$ cat config.mk
export PLATFORM = sky130hd
export DESIGN_NAME = alu_seq_ctrl_flat
export DESIGN_NICKNAME = d
export VERILOG_FILES = /design/src/rtl/alu_seq_ctrl_if.sv /design/src/rtl/alu_seq_ctrl.sv /design/src/flat_wrapper.sv
export SDC_FILE = /design/constraint.sdc
export NUM_CORES = 1
export LEC_CHECK = 0
export ABC_AREA = 1
export CAP_MARGIN = 20
export CORE_ASPECT_RATIO = 1.1
export CORE_UTILIZATION = 48
export DETAILED_ROUTE_END_ITERATION = 12
export GPL_TIMING_DRIVEN = 0
export MAX_ROUTING_LAYER = met4
export PLACE_DENSITY = 0.77
export SLEW_MARGIN = 20
export SYNTH_ARGS = -nofsm -noshare
export SYNTH_HDL_FRONTEND = slang
export SYNTH_SLANG_ARGS = --single-unit
$ cat constraint.sdc
create_clock -name CLK100MHZ -period 1.9 [get_ports CLK100MHZ]
set_clock_uncertainty 0.05 [all_clocks]
set_input_delay 0.38 -clock CLK100MHZ [delete_from_list [all_inputs] [get_ports CLK100MHZ]]
set_output_delay 0.38 -clock CLK100MHZ [all_outputs]
set_load 0.01 [all_outputs]
$ cat src/rtl/alu_seq_ctrl_if.sv
// Button, handshake and strobe bundle between the ALU sequencer and the board datapath.
// The controller side uses the master modport; the datapath/board side uses slave.
`timescale 1ns/1ps
interface alu_seq_ctrl_if;
    logic       exe_btn;
    logic       back_btn;
    logic       alu_done;
    logic       ld_op1;
    logic       ld_op2;
    logic       ld_opc;
    logic       alu_start;
    logic       ld_result;
    logic       op1_src;
    logic       disp_clr;
    logic [1:0] disp_sel;
    logic       err;
    logic [2:0] c_state;

    modport master (
        input  exe_btn, back_btn, alu_done,
        output ld_op1, ld_op2, ld_opc, alu_start, ld_result,
               op1_src, disp_clr, disp_sel, err, c_state
    );

    modport slave (
        output exe_btn, back_btn, alu_done,
        input  ld_op1, ld_op2, ld_opc, alu_start, ld_result,
               op1_src, disp_clr, disp_sel, err, c_state
    );
endinterface

$ cat src/rtl/alu_seq_ctrl.sv
// Entry/launch/wait sequencer for the board ALU: drives load strobes, display select and clears.
// Optional macro CHAIN_RESULT_EN: EXE in the result state reloads operand 1 from the result register.
`timescale 1ns/1ps
module alu_seq_ctrl #(
    parameter int unsigned WAIT_MAX = 16,
    parameter int unsigned CNT_W    = 5
) (
    input  logic           CLK100MHZ,
    input  logic           CPU_RESETN,
    input  logic           clr,
    alu_seq_ctrl_if.master bus
);

    typedef enum logic [2:0] {
        S_OP1    = 3'd0,
        S_OP2    = 3'd1,
        S_OPC    = 3'd2,
        S_EXEC   = 3'd3,
        S_WAIT   = 3'd4,
        S_RESULT = 3'd5,
        S_ERR    = 3'd6
    } state_t;

    localparam logic [CNT_W-1:0] CNT_LAST = CNT_W'(WAIT_MAX - 1);

    state_t           state_r;
    state_t           next_state_s;
    logic [CNT_W-1:0] cnt_r;
    logic [CNT_W-1:0] next_cnt_s;
    logic             exe_q_r;
    logic             back_q_r;
    logic             exe_rise_s;
    logic             back_rise_s;
    logic [1:0]       disp_sel_r;
    logic             err_r;

    logic             ld_op1_s;
    logic             ld_op2_s;
    logic             ld_opc_s;
    logic             alu_start_s;
    logic             ld_result_s;
    logic             op1_src_s;
    logic             disp_clr_s;

    // Display source for a given state; the wait phase keeps the opcode visible.
    function automatic logic [1:0] disp_sel_of(input state_t s);
        case (s)
            S_OP1:    disp_sel_of = 2'd0;
            S_OP2:    disp_sel_of = 2'd1;
            S_OPC:    disp_sel_of = 2'd2;
            S_EXEC:   disp_sel_of = 2'd2;
            S_WAIT:   disp_sel_of = 2'd2;
            S_RESULT: disp_sel_of = 2'd3;
            S_ERR:    disp_sel_of = 2'd3;
            default:  disp_sel_of = 2'd0;
        endcase
    endfunction

    assign exe_rise_s  = bus.exe_btn  & ~exe_q_r;
    assign back_rise_s = bus.back_btn & ~back_q_r;

    // Button history; reset high so a button held through reset release is not an edge.
    always_ff @(posedge CLK100MHZ or negedge CPU_RESETN) begin
        if (!CPU_RESETN) begin
            exe_q_r  <= 1'b1;
            back_q_r <= 1'b1;
        end else begin
            exe_q_r  <= bus.exe_btn;
            back_q_r <= bus.back_btn;
        end
    end

    // State, wait counter and the state-derived display/error outputs.
    always_ff @(posedge CLK100MHZ or negedge CPU_RESETN) begin
        if (!CPU_RESETN) begin
            state_r    <= S_OP1;
            cnt_r      <= {CNT_W{1'b0}};
            disp_sel_r <= 2'd0;
            err_r      <= 1'b0;
        end else begin
            state_r    <= next_state_s;
            cnt_r      <= next_cnt_s;
            disp_sel_r <= disp_sel_of(next_state_s);
            err_r      <= (next_state_s == S_ERR);
        end
    end

    // Next-state and Mealy strobe decode; clr overrides everything and suppresses strobes.
    always_comb begin
        next_state_s = state_r;
        next_cnt_s   = cnt_r;
        ld_op1_s     = 1'b0;
        ld_op2_s     = 1'b0;
        ld_opc_s     = 1'b0;
        alu_start_s  = 1'b0;
        ld_result_s  = 1'b0;
        op1_src_s    = 1'b0;
        disp_clr_s   = 1'b0;
        if (clr) begin
            next_state_s = S_OP1;
            next_cnt_s   = {CNT_W{1'b0}};
        end else begin
            case (state_r)
                S_OP1: begin
                    if (exe_rise_s) begin
                        ld_op1_s     = 1'b1;
                        disp_clr_s   = 1'b1;
                        next_state_s = S_OP2;
                    end else begin
                        next_state_s = S_OP1;
                    end
                end
                S_OP2: begin
                    if (exe_rise_s) begin
                        ld_op2_s     = 1'b1;
                        disp_clr_s   = 1'b1;
                        next_state_s = S_OPC;
                    end else if (back_rise_s) begin
                        disp_clr_s   = 1'b1;
                        next_state_s = S_OP1;
                    end else begin
                        next_state_s = S_OP2;
                    end
                end
                S_OPC: begin
                    if (exe_rise_s) begin
                        ld_opc_s     = 1'b1;
                        disp_clr_s   = 1'b1;
                        next_state_s = S_EXEC;
                    end else if (back_rise_s) begin
                        disp_clr_s   = 1'b1;
                        next_state_s = S_OP2;
                    end else begin
                        next_state_s = S_OPC;
                    end
                end
                S_EXEC: begin
                    alu_start_s  = 1'b1;
                    next_cnt_s   = {CNT_W{1'b0}};
                    next_state_s = S_WAIT;
                end
                S_WAIT: begin
                    // Done is checked first so a completion in the last allowed cycle still lands.
                    next_cnt_s = cnt_r + CNT_W'(1);
                    if (bus.alu_done) begin
                        ld_result_s  = 1'b1;
                        next_state_s = S_RESULT;
                    end else if (cnt_r == CNT_LAST) begin
                        next_state_s = S_ERR;
                    end else begin
                        next_state_s = S_WAIT;
                    end
                end
                S_RESULT: begin
                    if (exe_rise_s) begin
`ifdef CHAIN_RESULT_EN
                        ld_op1_s     = 1'b1;
                        op1_src_s    = 1'b1;
                        disp_clr_s   = 1'b1;
                        next_state_s = S_OP2;
`else
                        disp_clr_s   = 1'b1;
                        next_state_s = S_OP1;
`endif
                    end else begin
                        next_state_s = S_RESULT;
                    end
                end
                S_ERR: begin
                    if (exe_rise_s) begin
                        disp_clr_s   = 1'b1;
                        next_state_s = S_OP1;
                    end else begin
                        next_state_s = S_ERR;
                    end
                end
                default: begin
                    next_state_s = S_OP1;
                    next_cnt_s   = {CNT_W{1'b0}};
                end
            endcase
        end
    end

    assign bus.ld_op1    = ld_op1_s;
    assign bus.ld_op2    = ld_op2_s;
    assign bus.ld_opc    = ld_opc_s;
    assign bus.alu_start = alu_start_s;
    assign bus.ld_result = ld_result_s;
    assign bus.op1_src   = op1_src_s;
    assign bus.disp_clr  = disp_clr_s;
    assign bus.disp_sel  = disp_sel_r;
    assign bus.err       = err_r;
    assign bus.c_state   = state_r;

endmodule

$ cat src/flat_wrapper.sv
// flat-port wrapper written by rule: the top's interface ports become plain ports
module alu_seq_ctrl_flat 
#(
    parameter int unsigned WAIT_MAX = 16,
    parameter int unsigned CNT_W    = 5
)
  (CLK100MHZ, CPU_RESETN, clr, bus_exe_btn, bus_back_btn, bus_alu_done, bus_ld_op1, bus_ld_op2, bus_ld_opc, bus_alu_start, bus_ld_result, bus_op1_src, bus_disp_clr, bus_disp_sel, bus_err, bus_c_state);
  alu_seq_ctrl_if bus_i ();
  input  logic CLK100MHZ;
  input  logic CPU_RESETN;
  input  logic clr;
  input wire logic [$bits(bus_i.exe_btn)-1:0] bus_exe_btn;
  input wire logic [$bits(bus_i.back_btn)-1:0] bus_back_btn;
  input wire logic [$bits(bus_i.alu_done)-1:0] bus_alu_done;
  output wire logic [$bits(bus_i.ld_op1)-1:0] bus_ld_op1;
  output wire logic [$bits(bus_i.ld_op2)-1:0] bus_ld_op2;
  output wire logic [$bits(bus_i.ld_opc)-1:0] bus_ld_opc;
  output wire logic [$bits(bus_i.alu_start)-1:0] bus_alu_start;
  output wire logic [$bits(bus_i.ld_result)-1:0] bus_ld_result;
  output wire logic [$bits(bus_i.op1_src)-1:0] bus_op1_src;
  output wire logic [$bits(bus_i.disp_clr)-1:0] bus_disp_clr;
  output wire logic [$bits(bus_i.disp_sel)-1:0] bus_disp_sel;
  output wire logic [$bits(bus_i.err)-1:0] bus_err;
  output wire logic [$bits(bus_i.c_state)-1:0] bus_c_state;
  assign bus_i.exe_btn = bus_exe_btn;
  assign bus_i.back_btn = bus_back_btn;
  assign bus_i.alu_done = bus_alu_done;
  assign bus_ld_op1 = bus_i.ld_op1;
  assign bus_ld_op2 = bus_i.ld_op2;
  assign bus_ld_opc = bus_i.ld_opc;
  assign bus_alu_start = bus_i.alu_start;
  assign bus_ld_result = bus_i.ld_result;
  assign bus_op1_src = bus_i.op1_src;
  assign bus_disp_clr = bus_i.disp_clr;
  assign bus_disp_sel = bus_i.disp_sel;
  assign bus_err = bus_i.err;
  assign bus_c_state = bus_i.c_state;
  alu_seq_ctrl #(.WAIT_MAX(WAIT_MAX), .CNT_W(CNT_W)) u_core (.CLK100MHZ(CLK100MHZ), .CPU_RESETN(CPU_RESETN), .clr(clr), .bus(bus_i));
endmodule
# ---- Yosys cells after proc, flatten, opt, wreduce, memory -nomap -nowiden
# Index checks and enable logic that the tools add are counted.
dict set report word_totals {
  regBits 13
  out_inout_bits 13
}
dict set report classes {
  n_addsub 1
  eq_ne 14
  n_mux 30
  n_bitwise 4
  n_reduce_logical 6
}
# op n
set op_table {}
lappend op_table {{3-bit case mux with 7 select lines} 1}
lappend op_table {{3-bit equality test, second input constant} 6}
lappend op_table {{3-bit two-way mux} 6}
lappend op_table {{1-bit two-way mux} 17}
lappend op_table {{3-bit by 2-bit equality test with 1-bit output, second input constant} 4}
lappend op_table {{5-bit case mux with 2 select lines} 1}
lappend op_table {{3-bit by 1-bit equality test with 1-bit output, second input constant} 2}
lappend op_table {{2-bit case mux with 3 select lines} 1}
lappend op_table {{3-bit OR reduction} 2}
lappend op_table {{5-bit by 1-bit adder with 5-bit output, second input constant} 1}
lappend op_table {{5-bit by 4-bit equality test with 1-bit output, second input constant} 1}
lappend op_table {{5-bit two-way mux} 1}
lappend op_table {{5-bit OR reduction} 1}
lappend op_table {{2-bit two-way mux} 2}
lappend op_table {{2-bit OR reduction} 2}
lappend op_table {{3-bit zero test} 1}
lappend op_table {{1-bit bitwise AND} 2}
lappend op_table {{2-bit by 1-bit != test with 1-bit output, second input constant} 1}
lappend op_table {{1-bit NOT} 2}
lappend op_table {{1-bit case mux with 2 select lines} 1}

# ---- Longest topological paths before layout
# Gate-level depths: netlist of run 1.
dict set report logic_depth {
  word_depth 9
  ltp_mapped 10
  ltp_nobuf 10
}

# ---- Least setup slack after synthesis of run 1
# OpenSTA, ideal clock, no wires.
dict set report synth_path {
  path_type {register to output}
  from {register u_core.state_r[2] (netlist: u_core.bus.c_state[2])}
  to {output port bus_disp_clr}
  arrival_time_ns 1.077
  required_time_ns 1.470
  path_slack_ns 0.393
  stages_incl_launch_ff 7
  cell_sequence {dfrtp_1 buf_6 nor2_2 nand2_2 nand2_1 nand2_1 a21oi_1}
}
dict set report synth_between {
  elab_chain_len 4
  elab_cells_between_ends 9
  cone_classes {4 x eq/ne; 2 x mux; 3 x reduce/logical}
}
# item line
set synth_rtl {}
lappend synth_rtl {{start, declared} alu_seq_ctrl.sv:26} ;# state_t state_r;
lappend synth_rtl {{start signal, assigned} alu_seq_ctrl.sv:81} ;# state_r <= next_state_s;
lappend synth_rtl {{3-bit equality test (tied with other cells)} alu_seq_ctrl.sv:103} ;# case (state_r)
lappend synth_rtl {{3-bit OR reduction (no source line) / 2-bit OR reduction (equally long branches)} n/a}
lappend synth_rtl {{1-bit case mux with 2 select lines *} alu_seq_ctrl.sv:103}
lappend synth_rtl {{1-bit two-way mux *} alu_seq_ctrl.sv:99} ;# if (clr) begin
lappend synth_rtl {{end, declared} flat_wrapper.sv:21} ;# output wire logic [$bits(bus_i.disp_clr)-1:0] bus_disp_clr;
# Mark *: on every way between the ends. The rest lies on a longest branch, timed or not.

# ---- Worst setup path in the final report of run 1
# Ends and elaborated chain as after synthesis.

==> results of run 1 <==
==> sequential cells by signal (all words and copies together), names as in the netlist <==
signal               count
u_core.exe_q_r           1
u_core.bus.err           1
u_core.back_q_r          1
u_core.cnt_r             5
u_core.bus.disp_sel      2
u_core.bus.c_state       3
==> placed cells by master (no fill, tap or decap), types with 3 or more instances in the layout <==
cell type	netlist	routed
nand2_4	2	3
inv_1	18	16
nand3_2	1	3
dfrtp_1	11	9
buf_4	1	5
o21ai_0	4	4
nand2_2	3	5
nand2_1	27	24
nor2_4	2	4
a21oi_1	4	3
clkbuf_4	0	3
nand3_1	10	8
o21ai_2	3	3
nor2_1	15	13
clkdlybuf4s50_1	0	10
buf_2	0	4
dlygate4sd2_1	0	3
==> metal layers <==
metal	global-route usage (%)	up-vias	share of wire (%)
met1	23.56	364	44
met3	3.571	7	3.1
met4	13.55	0	2.8
li1	-	405	-
met2	37.50	15	50
met5	-	-	0
==> worst max-delay path by stage <==
stage	start	end	slack, ns	cells after the start
final	u_core.bus.c_state[2]	bus_disp_clr	0.06	7
after CTS	u_core.bus.c_state[0]	bus_disp_clr	0.01	6
after global placement	clr	bus_disp_clr	-0.64	7
after floorplan	u_core.bus.c_state[2]	bus_disp_clr	0.39	6
after global routing	u_core.bus.c_state[0]	bus_disp_clr	-0.02	6
after detailed placement	clr	bus_disp_clr	-0.68	7
==> area by class of cell <==
| cell class | count | area (sq um) |
|---|---|---|
| fill | 127 | 484.2 |
| tap | 17 | 21.27 |
| inverter | 19 | 76.32 |
| timing repair buffer | 22 | 187.7 |
| sequential | 13 | 330.3 |
| multi-input combinational | 79 | 450.4 |
| clock buffer | 4 | 26.28 |
| buffer | 2 | 18.77 |
==> worst max-delay path: stages (launching register included) <==
cell	delay, ns
dfrtp_1	0.39
buf_6	0.16
nor2_4	0.09
nand2_2	0.08
nand2_2	0.08
nand2_2	0.05
a21oi_2	0.12
buf_2	0.14
==> cells by family after synthesis <==
kind of cell | Yosys count
buf+inv | 21
compound gates | 12
flops | 13
fa+ha+maj | 2
simple gates | 64
other cells | 1
==> repair_timing <==
action | 4_1_cts | 5_1_grt
buffers inserted | 3 | 2
cloned | 0 | 0
pin swaps | 2 | 3
gates resized for setup | 26 | 11
endpoints found under the setup margin | 6 | 4
==> power groups by stage <==
stage	sequential [mW]	combinational (mW)	clock, mW
floorplan	0.307	0.0716	0
global placement	0.304	0.126	0
detailed placement	0.304	0.128	0
CTS	0.300	0.134	0.183
global route	0.304	0.162	0.194
finish	0.301	0.148	0.178
==> through the flow <==
step / setup WS [ns] / util (%) / power [mW] / cells / hold slack, ns
6_report: 0.06131 / 69.65 / 0.6274 / 156 / 0.4183
2_1_floorplan: 0.3935 / - / 0.3788 / 113 / 0.03441
3_5_place_dp: -0.6781 / 63.84 / 0.4326 / 147 / 0.4822
3_3_place_gp: -0.6411 / 63.84 / 0.4299 / 147 / 0.4674
5_1_grt: -0.02052 / 69.65 / 0.6601 / 156 / 0.4679
4_1_cts: 0.01341 / 66.35 / 0.6172 / 154 / 0.4302
==> results.json, run 1 <==
{
  "status": "complete, no violations",
  "pwr-share-comb_pct": 23.6,
  "grt_pass1_wl_microns": 2877,
  "syn_to_final_growth_pct": 34.34,
  "cts_tree": "built",
  "path_class": "reg2out",
  "ir_drop_v": 0.0004753,
  "p_per_area_nw_per_um2": 564.7,
  "ff2ff_setup_slack_ns": 0.32,
  "drt_iter0_drc": 26,
  "leakagePower_nw": 0.5743,
  "coreArea_sq_um": 1595,
  "switching_share_pct": 30.56,
  "viasPerCell": 5.071,
  "htreeDepth": 1,
  "antenna_found_initial": 0,
  "reg2reg_to": "u_core.bus.disp_sel[0]",
  "ant_nets": 0,
  "net-switching-power_mw": 0.1917,
  "n_antenna_cell": 0,
  "row_count": 15,
  "synth_top_family_by_area": "simple AND/OR/NAND/NOR gates",
  "numCtsBuffers": 3,
  "synth_fa_ha_area_share_pct": 3.026,
  "yosysMostFrequentCell": "nand2_1",
  "drc": 0,
  "synth-simple-area-share_pct": 36.91,
  "io_pins": 19,
  "grt_usage_pct": 21.67,
  "post-dp-hpwl_microns": 1394,
  "vias": 791,
  "hp-class": "in2async",
  "synth_area_leaders": "dfrtp_1, nand2_1, inv_1",
  "start_util_pct": 51.84,
  "seqPwrFrac_pct": 48.0,
  "arrival_ns": 1.41,
  "hold_viol": 0,
  "root_buffer": "clkbuf_4",
  "synth-seq-cells": 13,
  "finalWirelength_microns": 1956,
  "synth_edf_count": 0,
  "synth_compound_area_share_pct": 9.077,
  "clk_latency_ns": 0.29,
  "io_buffers": 17,
  "fin_area_sq_um": 1111,
  "place.gp.congestion": 0.8689,
  "fmax_ghz": 0.5439,
  "muxShareOfSynthArea_pct": 0,
  "ys_seq_area_share_pct": 39.64,
  "overflow": 0,
  "worstPathMaxFanout": 10,
  "clk_pin_slew_worst_paths_ns": 0.08,
  "reg2reg_from": "u_core.cnt_r[1]",
  "clkSinkCount": 13,
  "syn-mean-instance-area_sq_um": 7.319,
  "synth_xor_area_share_pct": 0,
  "synth.distinct_cells": 22,
  "drv_slew": 0,
  "setup_violations": 0,
  "grt_max_degree": 14,
  "tns_ns": 0,
  "syn_nets": 121,
  "endpoint_kind": "output pin",
  "finalWorstPathRequiredPeriod_ns": 1.839,
  "final_layout_size_suffix_gt1_share_pct": 30.22,
  "rsz0062_at_grt": "yes",
  "worst-r2r-cell-count": 10,
  "grt_pass1_vias": 717,
  "max-cap-violations": 0,
  "cts.hold.buffers_added": 0,
  "post_dp_cell_area_sq_um": 1018,
  "avgRoutedWirePerCell_microns": 12.54,
  "yosys-top-cells-count": "nand2_1, inv_1, nor2_1, dfrtp_1, nand3_1",
  "ys.warnings.count": 0,
  "power_frac_clock_pct": 28.3,
  "async_flop_share_pct": 100.0,
  "post-route-period-util_pct": 96.77,
  "die_height_microns": 45.54,
  "layout.nets": 148,
  "worstMarginPinSlew_ns": 0.6089,
  "die_w_microns": 41.58,
  "cts_buffer_depth": 2,
  "synthCells": 113,
  "synth_top_flop_cell": "dfrtp_1",
  "synth_area_sq_um": 827.0,
  "yosys.area.top_type": "dfrtp_1",
  "dieArea_sq_um": 1893,
  "start_kind": "flip-flop",
  "drt_first_pass_iters": 4,
  "relSlewSlack_pct": 59.28,
  "worst_ep_required_time_ns": 1.47,
  "yosysTopAreaCellShare_pct": 33.28,
  "intPower_mw": 0.4357
}
(Power assumes the default switching activity.)
==> run 2, diff against run 1 <==
PLACE_DENSITY = 0.87   (was 0.77)
==> results.json, run 2 (synthesized netlist as in run 1, its figures left out) <==
{
  "io_pins": 19,
  "grt_usage_pct": 21.92,
  "slowest_delay_ns": 0.45,
  "final_layout_size_suffix_gt1_share_pct": 30.50,
  "dp_cells": 147,
  "path_class": "reg2out",
  "tns_ns": 0,
  "worst_slack_ns": 0.07207,
  "drc": 0,
  "viasPerCell": 5.171,
  "hp-class": "in2reg",
  "coreArea_sq_um": 1595,
  "relSlewSlack_pct": 60.93,
  "final_common_cell": "nand2_1",
  "post-dp-hpwl_microns": 1443,
  "syn_to_final_growth_pct": 35.25,
  "status": "complete, no violations",
  "io_buffers": 17,
  "cts_buffer_depth": 2,
  "clk_latency_ns": 0.28,
  "cp_num_buf_inv": 3,
  "vias": 817,
  "hold_viol": 0,
  "grt_max_degree": 14,
  "final_util_pct": 70.12,
  "multi_input_area_sq_um": 445.4,
  "max-cap-violations": 0,
  "start_util_pct": 51.84,
  "critical_path.top_delay_family": "flip-flops",
  "cts_tree": "built",
  "post_dp_cell_area_sq_um": 1018,
  "clk_pin_slew_worst_paths_ns": 0.08,
  "overflow": 0,
  "row_count": 15,
  "setup_violations": 0,
  "start_kind": "flip-flop",
  "max_flop_register": "u_core.cnt_r",
  "fmax_ghz": 0.5471,
  "htreeDepth": 1,
  "die_height_microns": 45.54,
  "layout_common_cells": "nand2_1, inv_1, nor2_1",
  "p_per_area_nw_per_um2": 558.3,
  "fillers": 134,
  "critical_path.slowest_cell": "dfrtp_2",
  "root_buffer": "clkbuf_4",
  "leakagePower_nw": 0.5903,
  "holdWs_ns": 0.1946,
  "avgRoutedWirePerCell_microns": 12.97,
  "path_cells": "buf_6 -> nand2_2 -> nand2_1 -> inv_2 -> nand2_4 -> a21oi_2 -> buf_2",
  "ir_drop_v": 0.0003750,
  "finalPower_mw": 0.6245,
  "seqCellArea_sq_um": 330.3,
  "numCtsBuffers": 3,
  "finalWorstPathRequiredPeriod_ns": 1.828,
  "n_antenna_cell": 0,
  "place.gp.congestion": 0.7769,
  "grt_pass1_wl_microns": 3008,
  "finalWirelength_microns": 2049,
  "drt_iter0_drc": 15,
  "worstPathMaxFanout": 7,
  "cts.hold.buffers_added": 0,
  "dieArea_sq_um": 1893,
  "post-route-period-util_pct": 96.21,
  "layout.nets": 150,
  "largest_reg_flops": 5,
  "ant_nets": 0,
  "antenna_found_initial": 0,
  "worstMarginPinSlew_ns": 0.5843,
  "drt_first_pass_iters": 4,
  "clkSinkCount": 13,
  "endpoint_kind": "output pin",
  "drv_slew": 0,
  "stdcell_count": 158,
  "worst_ep_required_time_ns": 1.47,
  "die_w_microns": 41.58,
  "grt_pass1_vias": 720,
  "fin_area_sq_um": 1119,
  "place_ws_ns": -0.6549,
  "arrival_ns": 1.40
}
[run 2: layer usage]
metal  vias up  global-route usage [%]  wire [microns]  part of all wire (%)
met1       392                   25.25             868                    42
li1        404                       -               -                     -
met2        16                   38.13            1098                    54
met4         0                   9.677              29                   1.4
met5         -                       -               0                     0
met3         5                   3.571              53                   2.6
[run 2: area by class of cell]
cell class	instances	share of cell area [%]
tap	17	1.902
multi-input combinational	79	39.82
sequential	13	29.53
buffer	2	1.678
timing repair buffer	24	18.34
clock buffer	4	2.349
inverter	19	6.376
[run 2: final timing paths]
path	start	end	slack [ns]	cells after the start
max in group asynchronous	CPU_RESETN	u_core.bus.c_state[1]	0.97	1
min in group asynchronous	CPU_RESETN	u_core.cnt_r[2]	0.41	1
hold reg to reg	u_core.cnt_r[3]	u_core.cnt_r[3]	0.50	2
setup / recovery	u_core.bus.c_state[1]	bus_disp_clr	0.07	7
hold / removal	bus_exe_btn	u_core.exe_q_r	0.19	1
setup reg to reg	u_core.exe_q_r	u_core.bus.disp_sel[0]	0.29	7
[run 2: timing repair]
item	in CTS	in global routing
buffers inserted	2	5
setup endpoints to repair	6	5
pin swaps	3	3
gates resized for setup	27	8
[run 2: power breakdown]
group	leakage, nW	total, mW	internal, mW	switching [mW]
registers	0.170	0.302	0.289	0.0130
clock network	0.0150	0.176	0.0815	0.0949
logic	0.406	0.146	0.0627	0.0833
==> run 3, diff against run 2 <==
SETUP_SLACK_MARGIN = 0.1   (was unset)
==> results.json, run 3 (synthesized netlist as in run 1, its figures left out) <==
{
  "drc": 0,
  "finalWirelength_microns": 2048,
  "avgRoutedWirePerCell_microns": 12.72,
  "coreArea_sq_um": 1595,
  "ir_drop_v": 0.0003827,
  "critical_path.slowest_cell": "dfrtp_2",
  "largest_reg_flops": 5,
  "start_kind": "flip-flop",
  "clk_pin_slew_worst_paths_ns": 0.08,
  "hold_viol": 0,
  "holdWs_ns": 0.3135,
  "die_w_microns": 41.58,
  "arrival_ns": 1.41,
  "grt_pass1_vias": 740,
  "place.gp.congestion": 0.7769,
  "final_common_cell": "nand2_1",
  "seqCellArea_sq_um": 330.3,
  "fmax_ghz": 0.5429,
  "cts_tree": "built",
  "overflow": 0,
  "rsz0062_at_grt": "yes",
  "htreeDepth": 1,
  "worst_ep_required_time_ns": 1.47,
  "post-dp-hpwl_microns": 1443,
  "path_cells": "buf_4 -> nor2_4 -> nand3_1 -> nor2_1 -> clkdlybuf4s15_2",
  "start_util_pct": 51.84,
  "max-cap-violations": 0,
  "finalWorstPathRequiredPeriod_ns": 1.842,
  "layout.nets": 153,
  "ant_nets": 0,
  "p_per_area_nw_per_um2": 552.7,
  "leakagePower_nw": 0.6224,
  "drv_slew": 0,
  "drt_iter0_drc": 24,
  "tns_ns": 0,
  "cts_buffer_depth": 2,
  "viasPerCell": 5.311,
  "status": "complete, no violations",
  "layout_common_cells": "nand2_1, inv_1, nor2_1",
  "fillers": 125,
  "grt_usage_pct": 22.80,
  "io_buffers": 17,
  "worstMarginPinSlew_ns": 0.5888,
  "post-route-period-util_pct": 96.95,
  "multi_input_area_sq_um": 447.9,
  "drt_first_pass_iters": 4,
  "endpoint_kind": "output pin",
  "die_height_microns": 45.54,
  "final_layout_size_suffix_gt1_share_pct": 34.03,
  "vias": 855,
  "io_pins": 19,
  "path_class": "reg2out",
  "grt_max_degree": 14,
  "row_count": 15,
  "setup_violations": 0,
  "dieArea_sq_um": 1893,
  "clk_latency_ns": 0.28,
  "clkSinkCount": 13,
  "worstPathMaxFanout": 2,
  "numCtsBuffers": 3,
  "hp-class": "in2reg",
  "relSlewSlack_pct": 60.63,
  "antenna_found_initial": 0,
  "max_flop_register": "u_core.cnt_r",
  "syn_to_final_growth_pct": 38.28,
  "slowest_delay_ns": 0.41,
  "n_antenna_cell": 0,
  "root_buffer": "clkbuf_4",
  "grt_pass1_wl_microns": 3125
}
run 3: cell types whose count changed in the layout (fill, tap and decap cells not counted), sizes merged:
cell,previous run,this run
clkdlybuf4s15,0,1
dlymetal6s2s,1,2
clkdlybuf4s50,9,7
buf,13,16
dlygate4sd2,3,2
clkbuf,4,5
run 3: final cells by class:
cell class	count	area share [%]
multi-input cells	79	39.17
flip-flops and latches	13	28.88
repair buffers	27	19.91
inverters	19	6.236
clock buffers	4	2.298
well taps	17	1.860
plain buffers	2	1.641
run 3: stage by stage:
stage / utilization [%] / area (sq um) / worst slack [ns] / power [mW] / instances
6_report: 71.69 / 1144 / 0.05789 / 0.6320 / 161
4_1_cts: 68.39 / 1091 / 0.05417 / 0.6202 / 155
5_1_grt: 71.69 / 1144 / -0.003604 / 0.6641 / 161
3_5_place_dp: 63.84 / 1018 / -0.6549 / 0.4338 / 147
2_1_floorplan: - / 827.0 / 0.3935 / 0.3788 / 113
3_3_place_gp: 63.84 / 1018 / -0.6358 / 0.4293 / 147
run 3: final timing paths:
check                                      start  slack, ns  depth (start not counted)                     end
max                        u_core.bus.c_state[1]       0.06                          5           bus_ld_result
min                                  bus_exe_btn       0.31                          1          u_core.exe_q_r
max reg2reg                       u_core.exe_q_r       0.31                          7  u_core.bus.disp_sel[0]
min reg2reg                      u_core.cnt_r[3]       0.50                          2         u_core.cnt_r[3]
max in group asynchronous             CPU_RESETN       0.96                          1   u_core.bus.c_state[1]
min in group asynchronous             CPU_RESETN       0.42                          1         u_core.cnt_r[2]
run 3: routing by layer:
| layer | GRT usage [%] | wire length, microns | part of all wire, % |
|---|---|---|---|
| met1 | 27.00 | 856 | 42 |
| met5 | - | 0 | 0 |
| met4 | 9.677 | 29 | 1.4 |
| met2 | 39.06 | 1091 | 53 |
| met3 | 3.571 | 70 | 3.4 |
run 3: worst max-delay path: cells and delay by family, from the launching register on:
| kind | cells | cell delay (ns) |
|---|---|---|
| flops | 1 | 0.41 |
| buf+inv | 2 | 0.37 |
| simple gates | 3 | 0.35 |
run 3: what timing repair did:
item                                    CTS  global route
hold buffers                              0             0
setup buffers                             4             6
cloned                                    0             0
resized for setup                        34             8
endpoints found under the setup margin    8             7
pin swaps                                 3             2
run 3: power by group:
part | switching [mW] | internal, mW
Sequential | 0.0121 | 0.289
Clock | 0.0938 | 0.0815
Combinational | 0.0870 | 0.0688
Total | 0.193 | 0.439
